`src/rtl/pll_lock_supervisor.sv`:
```
// PLL reset/lock supervisor: pulses PLL reset, waits for and qualifies lock, then releases
// the downstream reset. Optional lock-loss event counter enabled by macro LOCK_LOSS_CNT_EN.
module pll_lock_supervisor #(
  parameter int unsigned PLL_RST_CYC      = 16,
  parameter int unsigned LOCK_TIMEOUT_CYC = 50000,
  parameter int unsigned STABLE_CYC       = 1024,
  parameter int unsigned MAX_RETRY        = 3,
  parameter int unsigned SYNC_STAGES      = 2
) (
  input  logic       clk,
  input  logic       rst_n,
  input  logic       pll_lock_i,
  input  logic       restart_i,
  output logic       pll_rst_o,
  output logic       sys_rst_n_o,
  output logic       locked_o,
  output logic       fault_o,
  output logic [3:0] retry_cnt_o,
  output logic [7:0] lock_loss_cnt_o
);

  localparam int unsigned MaxA   = (PLL_RST_CYC > STABLE_CYC) ? PLL_RST_CYC : STABLE_CYC;
  localparam int unsigned MaxCyc = (MaxA > LOCK_TIMEOUT_CYC) ? MaxA : LOCK_TIMEOUT_CYC;
  localparam int unsigned CntW   = (MaxCyc > 1) ? $clog2(MaxCyc) : 1;

  localparam logic [CntW-1:0] RstLast    = CntW'(PLL_RST_CYC - 1);
  localparam logic [CntW-1:0] TimeoutLast = CntW'(LOCK_TIMEOUT_CYC - 1);
  localparam logic [CntW-1:0] StableLast = CntW'(STABLE_CYC - 1);
  localparam logic [3:0]      MaxRetry   = 4'(MAX_RETRY);

  typedef enum logic [2:0] {
    StResetPll,
    StWaitLock,
    StStable,
    StRun,
    StFault
  } state_e;

  state_e                 r_state;
  state_e                 w_state_d;
  logic [CntW-1:0]        r_cnt;
  logic [3:0]             r_retry;
  logic [3:0]             w_retry_d;
  logic [SYNC_STAGES-1:0] r_sync;
  logic                   w_lock_sync;
  logic                   r_pll_rst;
  logic                   r_run;
  logic                   r_fault;

  assign w_lock_sync = r_sync[SYNC_STAGES-1];

  always_ff @(posedge clk or negedge rst_n) begin
    if (!rst_n) begin
      r_sync <= '0;
    end else begin
      r_sync <= {r_sync[SYNC_STAGES-2:0], pll_lock_i};
    end
  end

  always_comb begin
    w_state_d = r_state;
    w_retry_d = r_retry;
    unique case (r_state)
      StResetPll: begin
        if (r_cnt == RstLast) w_state_d = StWaitLock;
      end
      StWaitLock: begin
        // Lock observed on the timeout cycle takes priority over the timeout.
        if (w_lock_sync) begin
          w_state_d = StStable;
        end else if (r_cnt == TimeoutLast) begin
          if (r_retry == MaxRetry) begin
            w_state_d = StFault;
          end else begin
            w_retry_d = r_retry + 4'd1;
            w_state_d = StResetPll;
          end
        end
      end
      StStable: begin
        if (!w_lock_sync) begin
          w_state_d = StWaitLock;
        end else if (r_cnt == StableLast) begin
          w_state_d = StRun;
        end
      end
      StRun: begin
        if (!w_lock_sync) w_state_d = StResetPll;
      end
      StFault: begin
        if (restart_i) begin
          w_retry_d = '0;
          w_state_d = StResetPll;
        end
      end
      default: w_state_d = StResetPll;
    endcase
    if (w_state_d == StRun) w_retry_d = '0;
  end

  // Outputs are registered from the next state so they line up exactly with r_state.
  always_ff @(posedge clk or negedge rst_n) begin
    if (!rst_n) begin
      r_state   <= StResetPll;
      r_cnt     <= '0;
      r_retry   <= '0;
      r_pll_rst <= 1'b1;
      r_run     <= 1'b0;
      r_fault   <= 1'b0;
    end else begin
      r_state   <= w_state_d;
      r_retry   <= w_retry_d;
      r_pll_rst <= (w_state_d == StResetPll) || (w_state_d == StFault);
      r_run     <= (w_state_d == StRun);
      r_fault   <= (w_state_d == StFault);
      if (w_state_d != r_state) begin
        r_cnt <= '0;
      end else if ((r_state == StResetPll) || (r_state == StWaitLock) ||
                   (r_state == StStable)) begin
        r_cnt <= r_cnt + 1'b1;
      end
    end
  end

`ifdef LOCK_LOSS_CNT_EN
  logic [7:0] r_loss_cnt;

  always_ff @(posedge clk or negedge rst_n) begin
    if (!rst_n) begin
      r_loss_cnt <= '0;
    end else if ((r_state == StRun) && (w_state_d == StResetPll) && (r_loss_cnt != 8'hFF)) begin
      r_loss_cnt <= r_loss_cnt + 8'd1;
    end
  end

  assign lock_loss_cnt_o = r_loss_cnt;
`else
  assign lock_loss_cnt_o = '0;
`endif

  assign pll_rst_o   = r_pll_rst;
  assign sys_rst_n_o = r_run;
  assign locked_o    = r_run;
  assign fault_o     = r_fault;
  assign retry_cnt_o = r_retry;

endmodule

```
`config.mk`:
```
export PLATFORM = sky130hd
export DESIGN_NAME = pll_lock_supervisor
export DESIGN_NICKNAME = d
export VERILOG_FILES = /design/src/rtl/pll_lock_supervisor.sv
export SDC_FILE = /design/constraint.sdc
export NUM_CORES = 1
export LEC_CHECK = 0
export CORE_ASPECT_RATIO = 1.4
export CORE_MARGIN = 3
export CORE_UTILIZATION = 45
export CTS_CLUSTER_SIZE = 12
export DETAILED_ROUTE_END_ITERATION = 16
export PLACE_DENSITY = 0.75
export SYNTH_ARGS = -nofsm -noshare
export SYNTH_HDL_FRONTEND = slang
export SYNTH_SLANG_ARGS = --single-unit
```
`constraint.sdc`:
```
create_clock -name clk -period 2 [get_ports clk]
set_clock_uncertainty 0.15 [all_clocks]
set_input_delay 0.4 -clock clk [delete_from_list [all_inputs] [get_ports clk]]
set_output_delay 0.4 -clock clk [all_outputs]
set_load 0.01 [all_outputs]
```
==> impl_metrics.tcl, run 1 <==
set metrics [dict create \
    run_status "finished, violations left" \
    failed_checks "setup timing" \
    tritoncts.num_buffers 3 \
    detailedRoute.firstPassIterationCount 5 \
    critical_path.slowest_cell "sky130_fd_sc_hd__or4_4" \
    clock-sinks 28 \
    critPathArrivalTime_ns 2.15 \
    fmax_mhz 471.4 \
    final_cells 230 \
    synth_top_family_by_area "simple AND/OR/NAND/NOR gates" \
    sequential_fraction_of_design_power_pct 39.8 \
    final_cell_mix "27 x sky130_fd_sc_hd__dfrtp_1, 17 x sky130_fd_sc_hd__nor3_1, 17 x sky130_fd_sc_hd__buf_4" \
    worst_min_delay_path_category "reg2reg" \
    fp.dieW_um 56.03 \
    period_needed_ns 2.121 \
    final_min_period_over_clock_period_pct 106.1 \
    power_density_nw_per_um2 1017 \
    htree_num_levels 1 \
    synth.cell_area_um2 1577 \
    clockBufferDepth 2 \
    post_synth_edffs 0 \
    asyncSetResetFlopFracSynth_pct 100.0 \
    wl_per_cell_um 16.43 \
    route.detailed.drc 0 \
    vias 1335 \
    worstSetupPathType "reg2reg" \
    grt_usage_pct 17.87 \
    holdBufCountCts 0 \
    report.final.slew_viol_count 0 \
    clkLatencyLatePin_ns 0.28 \
    synth_mux_area_share_pct 0.6349 \
    crit_buf_inv 1 \
    final_nets 198 \
    viasPerCell 5.804 \
    grt_overflow 0 \
    first_global_vias 1364 \
    grt_setup_unrepaired "yes" \
    num_antenna_cells 0 \
    area_growth_syn_to_layout_pct 23.10 \
    detail-route-antenna-nets 0 \
    first_pass_grt_wire_length_um 6120 \
    critical-path-max-stage-delay_ns 0.60 \
    final_layout_size_suffix_gt1_share_pct 24.08 \
    crit_chain "or4_4 > nor2_1 > nand4_1 > a31oi_4 > buf_6 > nor3_1" \
    cell_internal_pwr_w 0.001229 \
    cp-start-kind "flip-flop" \
    port_buffers 11 \
    grt_start_max_net_pins 29 \
    timing.critical_path.required_ns 2.03 \
    timing.critical_path.to_type "flip-flop" \
    net_switching_fraction_of_the_power_pct 37.70 \
    design.portCount 20 \
    critical_path.max_fanout 7 \
    ir_worst_vdd_mv 0.6041 \
    tightestPinTransition_ns 0.5047 \
    synthesized_instance_count 165 \
    rows 24 \
    finalCoreUtilization_pct 59.84 \
    synth_simple_gate_area_share_pct 29.44 \
    p_total_w 0.001973 \
    worst_rel_slew_slack_pct 66.36 \
    p_sw_w 0.0007437 \
    dp.cells 225 \
    path_clk_slew_ns 0.10 \
    totalNegativeSetupSlack_ns -1.610 \
    tritoncts "built" \
    fin_ws_ns -0.1212 \
    initial_core_utilization_pct 48.61 \
    dr.first_iter.drc_count 63 \
    hpwl_um 2508 \
    finalHoldViolCount 0 \
    post-cts-setup-buffer-count 0 \
    design.core.area_um2 3243 \
    register_bit_count_reported_by_yosys 28 \
    cts-root-buf "sky130_fd_sc_hd__clkbuf_8" \
    synth_seq_area_share_pct 44.52 \
    post_synth_fa_ha_maj_area_fraction_pct 1.587 \
    die_area_um2 4260 \
    max_cap_violations 0 \
    antenna_violations_before_repair 0 \
    number_of_failing_setup_endpoints_in_the_final_timing_report 21 \
    holdWs_ns 0.2112 \
    synth-compound-area-share_pct 7.698 \
    synth_warnings 0 \
    final_common_cell "sky130_fd_sc_hd__dfrtp_1" \
    part_of_the_total_power_dissipated_in_combinational_logic_pct 42.0 \
    synth.distinct_cells 41 \
    leakage_nw 0.8156 \
    critical_path.top_delay_family "simple AND/OR/NAND/NOR gates" \
    synth_xor_xnor_area_share_pct 8.333 \
    ys_dominant_reg_cell "sky130_fd_sc_hd__dfrtp_1" \
    syn_area_per_cell_um2 9.555 \
    die_height_um 76.03 \
    finalWeightedCongestion 0.8611 \
    totalWireLength_um 3779 \
    power.clock.fraction_pct 18.2 \
]
final cells by class:
type	count	area (µm²)
timing repair buffer	30	260.3
inverter	4	15.01
tap	39	48.80
multi-input combinational	125	859.6
clock buffer	4	55.05
fill	275	1303
sequential	28	701.9
sequential cells by signal, summed over array words and instances, names as in the netlist:
register     flops
pll_rst_o        1
r_cnt           16
r_sync           2
locked_o         1
retry_cnt_o      4
fault_o          1
r_state          3
logic make-up (layout without fill, tap and decap cells):
family,after synthesis,count (layout)
DFF,28,28
AOI/OAI and AO/OA,18,18
muxes,1,1
xor gates and xnor gates,15,15
and+or+nand+nor,80,81
other,1,8
buffers and inverters,20,38
adders and majority gates,2,2
synthesized netlist by cell type, types with 3 or more instances:
| master | count | share of area (%) |
|---|---|---|
| sky130_fd_sc_hd__a21oi_1 | 5 | 1.6 |
| sky130_fd_sc_hd__buf_4 | 11 | 5.2 |
| sky130_fd_sc_hd__nand4_1 | 8 | 3.2 |
| sky130_fd_sc_hd__nor2_1 | 12 | 2.9 |
| sky130_fd_sc_hd__inv_1 | 4 | 0.95 |
| sky130_fd_sc_hd__dfrtp_1 | 27 | 43 |
| sky130_fd_sc_hd__nand3_1 | 13 | 4.1 |
| sky130_fd_sc_hd__xnor2_1 | 7 | 3.9 |
| sky130_fd_sc_hd__nor3_1 | 18 | 5.7 |
| sky130_fd_sc_hd__nand2_1 | 8 | 1.9 |
| sky130_fd_sc_hd__xor2_1 | 8 | 4.4 |
| sky130_fd_sc_hd__nor4_1 | 3 | 1.2 |
| sky130_fd_sc_hd__clkbuf_1 | 3 | 0.71 |
worst paths after layout:
path	startpoint	to	slack, ns	cells past startpoint
max reg2reg	r_cnt[13]	r_cnt[6]	-0.12	6
min reg2reg	r_sync[0]	r_sync[1]	0.21	0
max	r_cnt[13]	r_cnt[6]	-0.12	6
min	r_sync[0]	r_sync[1]	0.21	0
min in group asynchronous	rst_n	r_cnt[2]	0.34	2
max in group asynchronous	rst_n	pll_rst_o	1.05	2
power groups by stage:
stage	registers, W	clock network (W)	logic, W
2_1_floorplan	0.000804	0	0.000434
3_3_place_gp	0.000776	0	0.000702
3_5_place_dp	0.000787	0	0.000735
4_1_cts	0.000781	0.000363	0.000766
5_1_grt	0.000798	0.000385	0.000892
6_report	0.000786	0.000358	0.000828
metrics by stage:
step / setup WS (ns) / cell area [µm²]
finish: -0.1212 / 1941
global route: -0.1935 / 1941
CTS: -0.07758 / 1894
detailed placement: -0.05191 / 1817
global placement: 0.03471 / 1817
floorplan: 0.02581 / 1619
layer usage:
layer,vias up,GRT usage [%],share of wire (%)
met2,57,30.68,54
li1,626,-,-
met1,644,21.37,40
met4,0,9.264,1.8
met3,8,2.373,4.8
met5,-,0,0
repair_timing:
| item | 4_1_cts | 5_1_grt |
|---|---|---|
| endpoints found under the setup margin | 17 | 22 |
| pin swaps | 0 | 1 |
| gates resized for setup | 5 | 8 |
| gates cloned | 0 | 1 |
(Power assumes the default switching activity.)
==> run 2, diff against run 1 <==
- PLACE_DENSITY: 0.75 -> 0.72
- clock period: 2 -> 2.3 ns (I/O delays scaled with it)
==> run 2 against run 1 <==
  * The flow now finishes without violations
  * First-iteration DRC count decreased by 46%
  * Clock power fell by 17%
  * Highest routed layer unchanged
  * Cell area down 7.9%
  * Count of clock-buffer cells in the layout is the same
  * Register-to-register slack gained 0.23 ns
  * Critical path depth did not move
  * Largest power group is now registers
  * Sequential share of layout area rose by 3.1 points
==> impl_metrics.tcl, run 2 (same netlist as run 1, synthesis figures left out) <==
set metrics [dict create \
    fp.dieW_um 56.03 \
    finalHoldViolCount 0 \
    design.core.area_um2 3243 \
    finalWeightedCongestion 0.9243 \
    worst-r2r-cell-count 6 \
    final_cell_mix "27 x sky130_fd_sc_hd__dfrtp_1, 18 x sky130_fd_sc_hd__nor3_1, 13 x sky130_fd_sc_hd__nand3_1" \
    path_clk_slew_ns 0.09 \
    hpwl_um 2361 \
    wl_per_cell_um 14.45 \
    port_buffers 11 \
    fmax_mhz 456.4 \
    ir_worst_vdd_mv 0.4833 \
    antenna_violations_before_repair 0 \
    critical_path.max_fanout 12 \
    worst_r2r_startpoint "r_cnt[11]" \
    period_needed_ns 2.191 \
    dr.first_iter.drc_count 34 \
    totalWireLength_um 3136 \
    clkLatencyLatePin_ns 0.27 \
    grt_overflow 0 \
    initial_core_utilization_pct 48.61 \
    crit_chain "or4_4 > nor4_2 > o21ai_1 > a31oi_2 > buf_4 > nor3_1" \
    critical-path-max-stage-delay_ns 0.61 \
    final_min_period_over_clock_period_pct 95.27 \
    worstSetupPathType "reg2reg" \
    route.detailed.drc 0 \
    clock-sinks 28 \
    htree_num_levels 1 \
    clockBufferDepth 2 \
    holdWs_ns 0.2097 \
    first_global_vias 1256 \
    worstReg2RegEnd "r_cnt[10]" \
    first_pass_grt_wire_length_um 5582 \
    die_height_um 76.03 \
    cell_internal_pwr_w 0.001009 \
    r2r_slack_ns 0.11 \
    viasPerCell 5.737 \
    detail-route-antenna-nets 0 \
    final_common_cell "sky130_fd_sc_hd__dfrtp_1" \
    worst_min_delay_path_category "reg2reg" \
    power.clock.fraction_pct 18.8 \
    power_density_nw_per_um2 878.3 \
    largest_reg_flops 16 \
    final_layout_size_suffix_gt1_share_pct 13.48 \
    leakage_nw 0.7369 \
    max_cap_violations 0 \
    cp-start-kind "flip-flop" \
    rows 24 \
    detailedRoute.firstPassIterationCount 4 \
    num_antenna_cells 0 \
    area_growth_syn_to_layout_pct 13.41 \
    timing.critical_path.required_ns 2.31 \
    part_of_the_total_power_dissipated_in_combinational_logic_pct 37.2 \
    critical_path.slowest_cell "sky130_fd_sc_hd__or4_4" \
    min_to "r_sync[1]" \
    die_area_um2 4260 \
    critPathArrivalTime_ns 2.20 \
    final_nets 185 \
    report.final.slew_viol_count 0 \
    number_of_failing_setup_endpoints_in_the_final_timing_report 0 \
    tritoncts "built" \
    sequential_fraction_of_design_power_pct 44.0 \
    p_sw_w 0.0005612 \
    tritoncts.num_buffers 3 \
    timing.critical_path.to_type "flip-flop" \
    vias 1245 \
    grt_start_max_net_pins 29 \
    run_status "finished, final reports clean" \
    grt_setup_unrepaired "no" \
    hold-path-cell-count 0 \
    net_switching_fraction_of_the_power_pct 35.74 \
    design.portCount 20 \
    largest_register "r_cnt" \
    grt_usage_pct 15.86 \
    cts-root-buf "sky130_fd_sc_hd__clkbuf_8" \
    totalNegativeSetupSlack_ns 0 \
    hold_path_startpoint "r_sync[0]" \
]
==> run 2: changes by cell type in the layout (fill, tap and decap cells not counted), sizes merged <==
cell   delta
nand2     -1
buf      -12
==> run 2: worst max-delay path, delay by kind of cell (launching register included) <==
family	cells	cell delay, ns
compound gates	2	0.33
buf+inv	1	0.21
flops	1	0.42
simple gates	3	0.97
==> run 2: worst max path at each step <==
stage          startpoint  slack [ns]              to  depth (start not counted)
3_3_place_gp    r_cnt[11]        0.13  retry_cnt_o[2]                          5
2_1_floorplan   r_cnt[11]        0.21        r_cnt[1]                          6
4_1_cts         r_cnt[11]        0.06  retry_cnt_o[1]                          5
6_report        r_cnt[11]        0.11       r_cnt[10]                          6
5_1_grt         r_cnt[11]        0.01        r_cnt[0]                          6
3_5_place_dp    r_cnt[11]        0.07  retry_cnt_o[1]                          5
==> run 2: cell type report <==
cell class                      instances  area (µm²)
Clock buffer                            4       55.05
Fill cell                             290        1455
Inverter                                4       15.01
Multi-Input combinational cell        124       792.0
Sequential cell                        28       701.9
Tap cell                               39       48.80
Timing Repair Buffer                   18       175.2
==> run 2: metal layers <==
layer	up-vias	wire, µm	share of wire [%]	GRT usage (%)
met1	604	1272	41	18.78
met5	-	0	0	0
met4	0	58	1.8	5.938
met3	9	147	4.7	2.542
li1	598	-	-	-
met2	34	1657	53	28.22
==> run 2: timing repair <==
| item | 4_1_cts | 5_1_grt |
|---|---|---|
| gates resized for setup | 0 | 2 |
| hold buffers | 0 | 0 |
| setup endpoints to repair | 0 | 16 |
| setup buffers | 0 | 0 |
==> run 2: metrics by stage <==
stage          area (µm²)  total power, W  setup WS (ns)  util [%]  std cells
6_report             1788        0.001570         0.1087     55.13        217
5_1_grt              1788        0.001691        0.01038     55.13        217
4_1_cts              1778        0.001582        0.05855     54.82        217
3_5_place_dp         1723        0.001282        0.06590     53.13        213
3_3_place_gp         1723        0.001261         0.1323     53.13        213
2_1_floorplan        1603        0.001063         0.2146         -        172
==> run 2: power groups by stage <==
stage	Clock (W)	Combinational (W)	Sequential [W]
4_1_cts	0.000306	0.000587	0.000689
2_1_floorplan	0	0.000365	0.000698
3_5_place_dp	0	0.000585	0.000697
5_1_grt	0.000329	0.000656	0.000706
3_3_place_gp	0	0.000572	0.000690
6_report	0.000296	0.000584	0.000690
==> run 3, diff against run 2 <==
- CAP_MARGIN: unset -> 30
- HOLD_SLACK_MARGIN: unset -> 0.1
==> results of run 3 <==
Final layout, timing and power as in run 2 (identical DEF).
